**src/rtl/jtdd_romrq_pkg.sv**
```systemverilog
// Shared definitions for the scroll-layer tile ROM requester.
//
// Contents:
//   romrq_state_e : request FSM states (idle, request outstanding, waiting for data)
//   NENTRY        : number of tag-cache entries
//   VW            : width of the victim pointer
//
// Build option: JTDD_SCRROM_CACHE2_EN selects a two-entry cache with round-robin
// replacement; without it the cache holds a single entry.
package jtdd_romrq_pkg;

    typedef enum logic [1:0] {
        StIdle,
        StReq,
        StWait
    } romrq_state_e;

`ifdef JTDD_SCRROM_CACHE2_EN
    localparam int unsigned NENTRY = 2;
`else
    localparam int unsigned NENTRY = 1;
`endif

    // Kept at least one bit wide so the pointer register always exists.
    localparam int unsigned VW = (NENTRY > 1) ? $clog2(NENTRY) : 1;

endpackage

```
**src/rtl/jtdd_romrq_cache.sv**
```systemverilog
// Tag cache for the tile ROM requester: holds recently fetched SDRAM words
// keyed by client word address and answers lookups combinationally.
//
// Ports:
//   clk_i         system clock
//   rst_i         synchronous active-high reset, clears tags, data, valid bits, pointer
//   flush_i       ROM download in progress: valid bits cleared, lookups forced to miss
//   fill_i        write one entry this cycle
//   fill_valid_i  valid bit stored with the filled entry
//   fill_tag_i    client address stored as the entry tag
//   fill_data_i   data word stored in the entry
//   lookup_i      client address to look up
//   hit_o         lookup_i matches a valid entry
//   data_o        data of the matching entry, zero on a miss
//
// Build option: JTDD_SCRROM_CACHE2_EN gives two entries with a victim pointer
// that toggles on every fill; otherwise every fill overwrites entry 0.
module jtdd_romrq_cache
    import jtdd_romrq_pkg::*;
#(
    parameter int unsigned AW = 17,
    parameter int unsigned DW = 16
) (
    input  logic          clk_i,
    input  logic          rst_i,
    input  logic          flush_i,
    input  logic          fill_i,
    input  logic          fill_valid_i,
    input  logic [AW-1:0] fill_tag_i,
    input  logic [DW-1:0] fill_data_i,
    input  logic [AW-1:0] lookup_i,
    output logic          hit_o,
    output logic [DW-1:0] data_o
);

    logic [AW-1:0] tag_q   [NENTRY];
    logic [AW-1:0] tag_d   [NENTRY];
    logic [DW-1:0] data_q  [NENTRY];
    logic [DW-1:0] data_d  [NENTRY];
    logic          valid_q [NENTRY];
    logic          valid_d [NENTRY];
    logic [VW-1:0] vict_q;
    logic [VW-1:0] vict_d;

    // Victim selection
`ifdef JTDD_SCRROM_CACHE2_EN
    always_comb begin
        vict_d = vict_q;
        if (fill_i) begin
            vict_d = ~vict_q;
        end
    end
`else
    always_comb begin
        vict_d = '0;
    end
`endif

    // Entry update: fill the victim, then apply the download flush on top so
    // a fill landing during a download is stored invalid.
    always_comb begin
        tag_d   = tag_q;
        data_d  = data_q;
        valid_d = valid_q;
        for (int i = 0; i < int'(NENTRY); i++) begin
            if (fill_i && (int'(vict_q) == i)) begin
                tag_d[i]   = fill_tag_i;
                data_d[i]  = fill_data_i;
                valid_d[i] = fill_valid_i;
            end
            if (flush_i) begin
                valid_d[i] = 1'b0;
            end
        end
    end

    always_ff @(posedge clk_i) begin
        if (rst_i) begin
            for (int i = 0; i < int'(NENTRY); i++) begin
                tag_q[i]   <= '0;
                data_q[i]  <= '0;
                valid_q[i] <= 1'b0;
            end
            vict_q <= '0;
        end else begin
            for (int i = 0; i < int'(NENTRY); i++) begin
                tag_q[i]   <= tag_d[i];
                data_q[i]  <= data_d[i];
                valid_q[i] <= valid_d[i];
            end
            vict_q <= vict_d;
        end
    end

    // Lookup: first matching valid entry wins. Tags cannot normally repeat,
    // the priority only keeps the mux well defined.
    always_comb begin
        hit_o  = 1'b0;
        data_o = '0;
        for (int i = 0; i < int'(NENTRY); i++) begin
            if (!hit_o && valid_q[i] && (tag_q[i] == lookup_i)) begin
                hit_o  = 1'b1;
                data_o = data_q[i];
            end
        end
        // Valid bits only clear on the next edge; mask the hit in the
        // download cycle itself so stale data is never presented.
        if (flush_i) begin
            hit_o  = 1'b0;
            data_o = '0;
        end
    end

endmodule

```
**src/rtl/jtdd_scr_romrq.sv**
```systemverilog
// Responder side of the scroll-layer tile ROM port. Answers rom_addr_i from a
// small tag cache with zero latency; on a miss it issues one SDRAM read,
// waits for the word and fills the cache. Requests are never aborted: if the
// client moves on while a read is in flight, the read still completes and the
// new address is evaluated once the FSM is back in idle.
//
// Ports:
//   clk_i          system clock (single domain)
//   rst_i          synchronous active-high reset
//   downloading_i  ROM load in progress: no new requests, cache invalidated
//   rom_addr_i     client word address, may change every cycle
//   rom_data_o     word for rom_addr_i, valid while rom_ok_o is high
//   rom_ok_o       rom_addr_i hits a valid cache entry
//   sdram_addr_o   OFFSET + rom_addr_i (mod 2^SAW), captured at request start
//   sdram_req_o    read request, held until sdram_ack_i
//   sdram_ack_i    controller accepted the request (one-cycle pulse)
//   data_rdy_i     sdram_dout_i valid this cycle (one-cycle pulse)
//   sdram_dout_i   read data
//
// Build option: JTDD_SCRROM_CACHE2_EN enables the two-entry cache.
module jtdd_scr_romrq
    import jtdd_romrq_pkg::*;
#(
    parameter int unsigned    AW     = 17,
    parameter int unsigned    DW     = 16,
    parameter int unsigned    SAW    = 22,
    parameter logic [SAW-1:0] OFFSET = '0
) (
    input  logic           clk_i,
    input  logic           rst_i,
    input  logic           downloading_i,
    input  logic [AW-1:0]  rom_addr_i,
    output logic [DW-1:0]  rom_data_o,
    output logic           rom_ok_o,
    output logic [SAW-1:0] sdram_addr_o,
    output logic           sdram_req_o,
    input  logic           sdram_ack_i,
    input  logic           data_rdy_i,
    input  logic [DW-1:0]  sdram_dout_i
);

    romrq_state_e   state_q, state_d;
    logic [AW-1:0]  pend_q, pend_d;
    logic [SAW-1:0] saddr_q, saddr_d;
    logic           req_q, req_d;
    logic           fill;
    logic           hit;
    logic [SAW-1:0] addr_ext;

    // Zero-extend (or truncate) the client address to the SDRAM width; the
    // sum below then wraps naturally modulo 2^SAW.
    assign addr_ext = SAW'(rom_addr_i);

    jtdd_romrq_cache #(
        .AW (AW),
        .DW (DW)
    ) u_cache (
        .clk_i        (clk_i),
        .rst_i        (rst_i),
        .flush_i      (downloading_i),
        .fill_i       (fill),
        .fill_valid_i (!downloading_i),
        .fill_tag_i   (pend_q),
        .fill_data_i  (sdram_dout_i),
        .lookup_i     (rom_addr_i),
        .hit_o        (hit),
        .data_o       (rom_data_o)
    );

    assign rom_ok_o     = hit;
    assign sdram_addr_o = saddr_q;
    assign sdram_req_o  = req_q;

    always_comb begin
        state_d = state_q;
        pend_d  = pend_q;
        saddr_d = saddr_q;
        req_d   = req_q;
        fill    = 1'b0;
        unique case (state_q)
            StIdle: begin
                if (!hit && !downloading_i) begin
                    pend_d  = rom_addr_i;
                    saddr_d = OFFSET + addr_ext;
                    req_d   = 1'b1;
                    state_d = StReq;
                end
            end
            StReq: begin
                if (sdram_ack_i) begin
                    req_d = 1'b0;
                    // Ack and data together: take the data in the same cycle.
                    if (data_rdy_i) begin
                        fill    = 1'b1;
                        state_d = StIdle;
                    end else begin
                        state_d = StWait;
                    end
                end
            end
            StWait: begin
                if (data_rdy_i) begin
                    fill    = 1'b1;
                    state_d = StIdle;
                end
            end
            default: begin
                req_d   = 1'b0;
                state_d = StIdle;
            end
        endcase
    end

    always_ff @(posedge clk_i) begin
        if (rst_i) begin
            state_q <= StIdle;
            pend_q  <= '0;
            saddr_q <= '0;
            req_q   <= 1'b0;
        end else begin
            state_q <= state_d;
            pend_q  <= pend_d;
            saddr_q <= saddr_d;
            req_q   <= req_d;
        end
    end

endmodule

```
**config.mk**
```make
export PLATFORM = sky130hd
export DESIGN_NAME = jtdd_scr_romrq
export DESIGN_NICKNAME = d
export VERILOG_FILES = /design/src/rtl/jtdd_romrq_pkg.sv /design/src/rtl/jtdd_romrq_cache.sv /design/src/rtl/jtdd_scr_romrq.sv
export SDC_FILE = /design/constraint.sdc
export NUM_CORES = 1
export LEC_CHECK = 0
export CORE_UTILIZATION = 40
export DETAILED_ROUTE_END_ITERATION = 8
export GPL_TIMING_DRIVEN = 0
export PLACE_DENSITY = 0.65
export SETUP_SLACK_MARGIN = 0.02
export SYNTH_ARGS = -nofsm -noshare
export SYNTH_HDL_FRONTEND = slang
export SYNTH_SLANG_ARGS = --single-unit
export TNS_END_PERCENT = 30
```
**constraint.sdc**
```tcl
create_clock -name clk_i -period 3.05 [get_ports clk_i]
set_input_delay 0.7625 -clock clk_i [delete_from_list [all_inputs] [get_ports clk_i]]
set_output_delay 0.7625 -clock clk_i [all_outputs]
set_load 0.02 [all_outputs]
```
==> flow_metrics.tcl <==
set metrics [dict create \
    status "finished clean" \
    endpoint_kind "output pin" \
    drv_cap 0 \
    hold_viol 0 \
    clock_path_buffers 2 \
    num-nets-final 452 \
    ys_ff_latch 54 \
    layout-drive-gt1-share_pct 20.4 \
    hold_path_class "reg2reg" \
    synth_top_area_share_pct 40.5 \
    ys_types 33 \
    antenna_cells 0 \
    drt_iter0_drc 207 \
    cts_tree "yes" \
    ys_top_cells_by_area "dfxtp_1, nand2_1, a21oi_1, o2111ai_1, xor2_1" \
    utilization_pct 58.3 \
    path_class "in2out" \
    final_max_slew_viol_count 0 \
    ys_warn_count 0 \
    clk_pin_slew_ns 0.09 \
    synth.avg_cell_area_um2 8.21 \
    antenna_found_initial 0 \
    first_pass_iters 5 \
    clock.fmax_ghz 0.329 \
    synth_ff_type "dfxtp_1" \
    coreArea_um2 6390 \
    ys_seq_area_share_pct 40.5 \
    ant_nets 0 \
    async_reset_ff_share_pct 0 \
    worstMarginPinSlew_ns 0.638 \
    p_leak_uw 0.00133 \
    gp_congestion 0.879 \
    yosys.area.top_type "dfxtp_1" \
    syn_to_final_growth_pct 39.6 \
    htree_levels 2 \
    rows 29 \
    die_y_um 83.7 \
    cp_max_fo 8 \
    io_buffers 71 \
    syn_inst 325 \
    synth_edf_count 0 \
    wl_per_cell_um 15.5 \
    numCtsBuffers 5 \
    grt_setup_unrepaired "true" \
    vias 2699 \
    grt_usage_pct 22.5 \
    vias_per_cell 5.52 \
    cts_hold_buffers 0 \
    finClkSkew_ns 0.00410 \
    ir_drop_mv 0.222 \
    place_ws_ns -1.12 \
    wl_um 7570 \
    ios 78 \
    p_per_area_nw_per_um2 377 \
    synthMostInstantiatedCell "nand2_1" \
    min_period_ns 3.04 \
    netlist_area_um2 2670 \
    drcViolationCount 0 \
    cts_sinks 54 \
    finalSetupViolCount 0 \
    layout_setup_ws_ns 0.0149 \
    relSlewSlack_pct 57.3 \
    grt_remaining_overflow 0 \
    yosys-top-cells-count "nand2_1, dfxtp_1, a21oi_1" \
    hpwlAfterDp_um 5440 \
    required_ns 2.29 \
    period_share_pct 99.5 \
    grt_pass1_wl_um 12600 \
    clk-insertion-delay-late_ns 0.31 \
    ctsRootBufferMaster "clkbuf_8" \
    start_util_pct 41.8 \
    grt_max_degree 18 \
    design.die.area_um2 7000 \
    cp.arrival_ns 2.27 \
    die_w_um 83.7 \
    cp-start-kind "primary input" \
    grt_pass1_vias 2647 \
]
## metrics by stage
stage	std cells	setup TNS [ns]	hold WS, ns	power [µW]	area (µm²)
floorplan	329	0	0.432	886	2680
global placement	477	-16.96	0.437	1010	3490
detailed placement	477	-17.46	0.442	1010	3490
CTS	489	0	0.461	1400	3630
global route	489	-0.450	0.484	1470	3720
finish	489	0	0.458	1400	3720
## final timing paths
kind                            slack (ns)                end               from  depth (start not counted)
worst max register to register        1.02   sdram_addr_o[10]  u_cache.tag_q[15]                          7
worst min register to register        0.46  u_cache.data_q[1]  u_cache.data_q[1]                          2
worst max-delay path                  0.01      rom_data_o[7]     rom_addr_i[15]                          9
worst min-delay path                  0.46  u_cache.data_q[1]  u_cache.data_q[1]                          2
## cell type report
class	instances	area, µm²
well taps	77	96.3
flip-flops and latches	54	1080
fillers	620	2660
repair buffers	75	691
inverters	5	18.8
plain buffers	32	148
multi-input cells	238	1600
clock inverters	3	21.3
clock buffers	5	68.8
## power by group
part / total (µW) / switching [µW] / internal [µW]
sequential: 751 / 22.9 / 729
combinational: 252 / 139 / 113
clock: 400 / 238 / 162
total: 1400 / 400 / 1000
## layer usage
metal	vias to the layer above	track usage [%]	share of wire, %
li1	1317	-	-
met1	1262	29.4	45
met2	107	37.8	47
met3	13	3.56	5.6
met4	0	7.86	1.6
met5	-	0	0
## worst max-delay path, cell delays in order
cell,delay (ns)
buf_8,0.10
xor2_2,0.14
nor4_2,0.33
nand3_2,0.19
nor3_4,0.22
buf_6,0.15
buf_6,0.12
and2_4,0.14
buf_6,0.11
## cell families after synthesis
logic type	Yosys count	share of synthesized area [%]
adder cells (fa/ha/maj)	3	1.41
AO/OA/AOI/OAI	93	24.9
XOR/XNOR	17	5.58
AND/OR/NAND/NOR	120	21.3
buffers and inverters	37	6.10
other	1	0.141
flip-flops	54	40.5
## flip-flops by register name, indices dropped and copies added, names as in the netlist
name,cells
u_cache.valid_q,1
sdram_addr_o,17
u_cache.data_q,16
u_cache.tag_q,17
state_q,2
sdram_req_o,1
## layout by cell type (no fill, tap or decap), types with 2 or more instances in the layout
cell type        count
nor4_2               2
ha_1                 3
clkbuf_1            25
a211oi_1             2
and3_1               3
buf_6               18
o311ai_0             4
and2_4               9
o311ai_1            13
nor4_4               2
a21oi_1             33
nand3_1              2
nand2_1             87
xor2_1               4
inv_1                3
o211ai_1            17
and2_1               8
buf_2               14
nor2_1               2
o2111ai_1           17
buf_4                9
nand3_2              2
dfxtp_1             54
clkbuf_2             2
conb_1               5
clkdlybuf4s50_1     37
xor2_4               2
clkbuf_8             5
o221a_2              2
xor2_2              10
## timing repair
item | 4_1_cts | 5_1_grt
gates resized for setup | 167 | 27
pin swaps | 22 | 9
hold endpoints to repair | 0 | 0
gates cloned | 1 | 0
buffers inserted | 3 | 0
endpoints found under the setup margin | 17 | 17
Note: power is estimated with default switching activity, not from simulation.
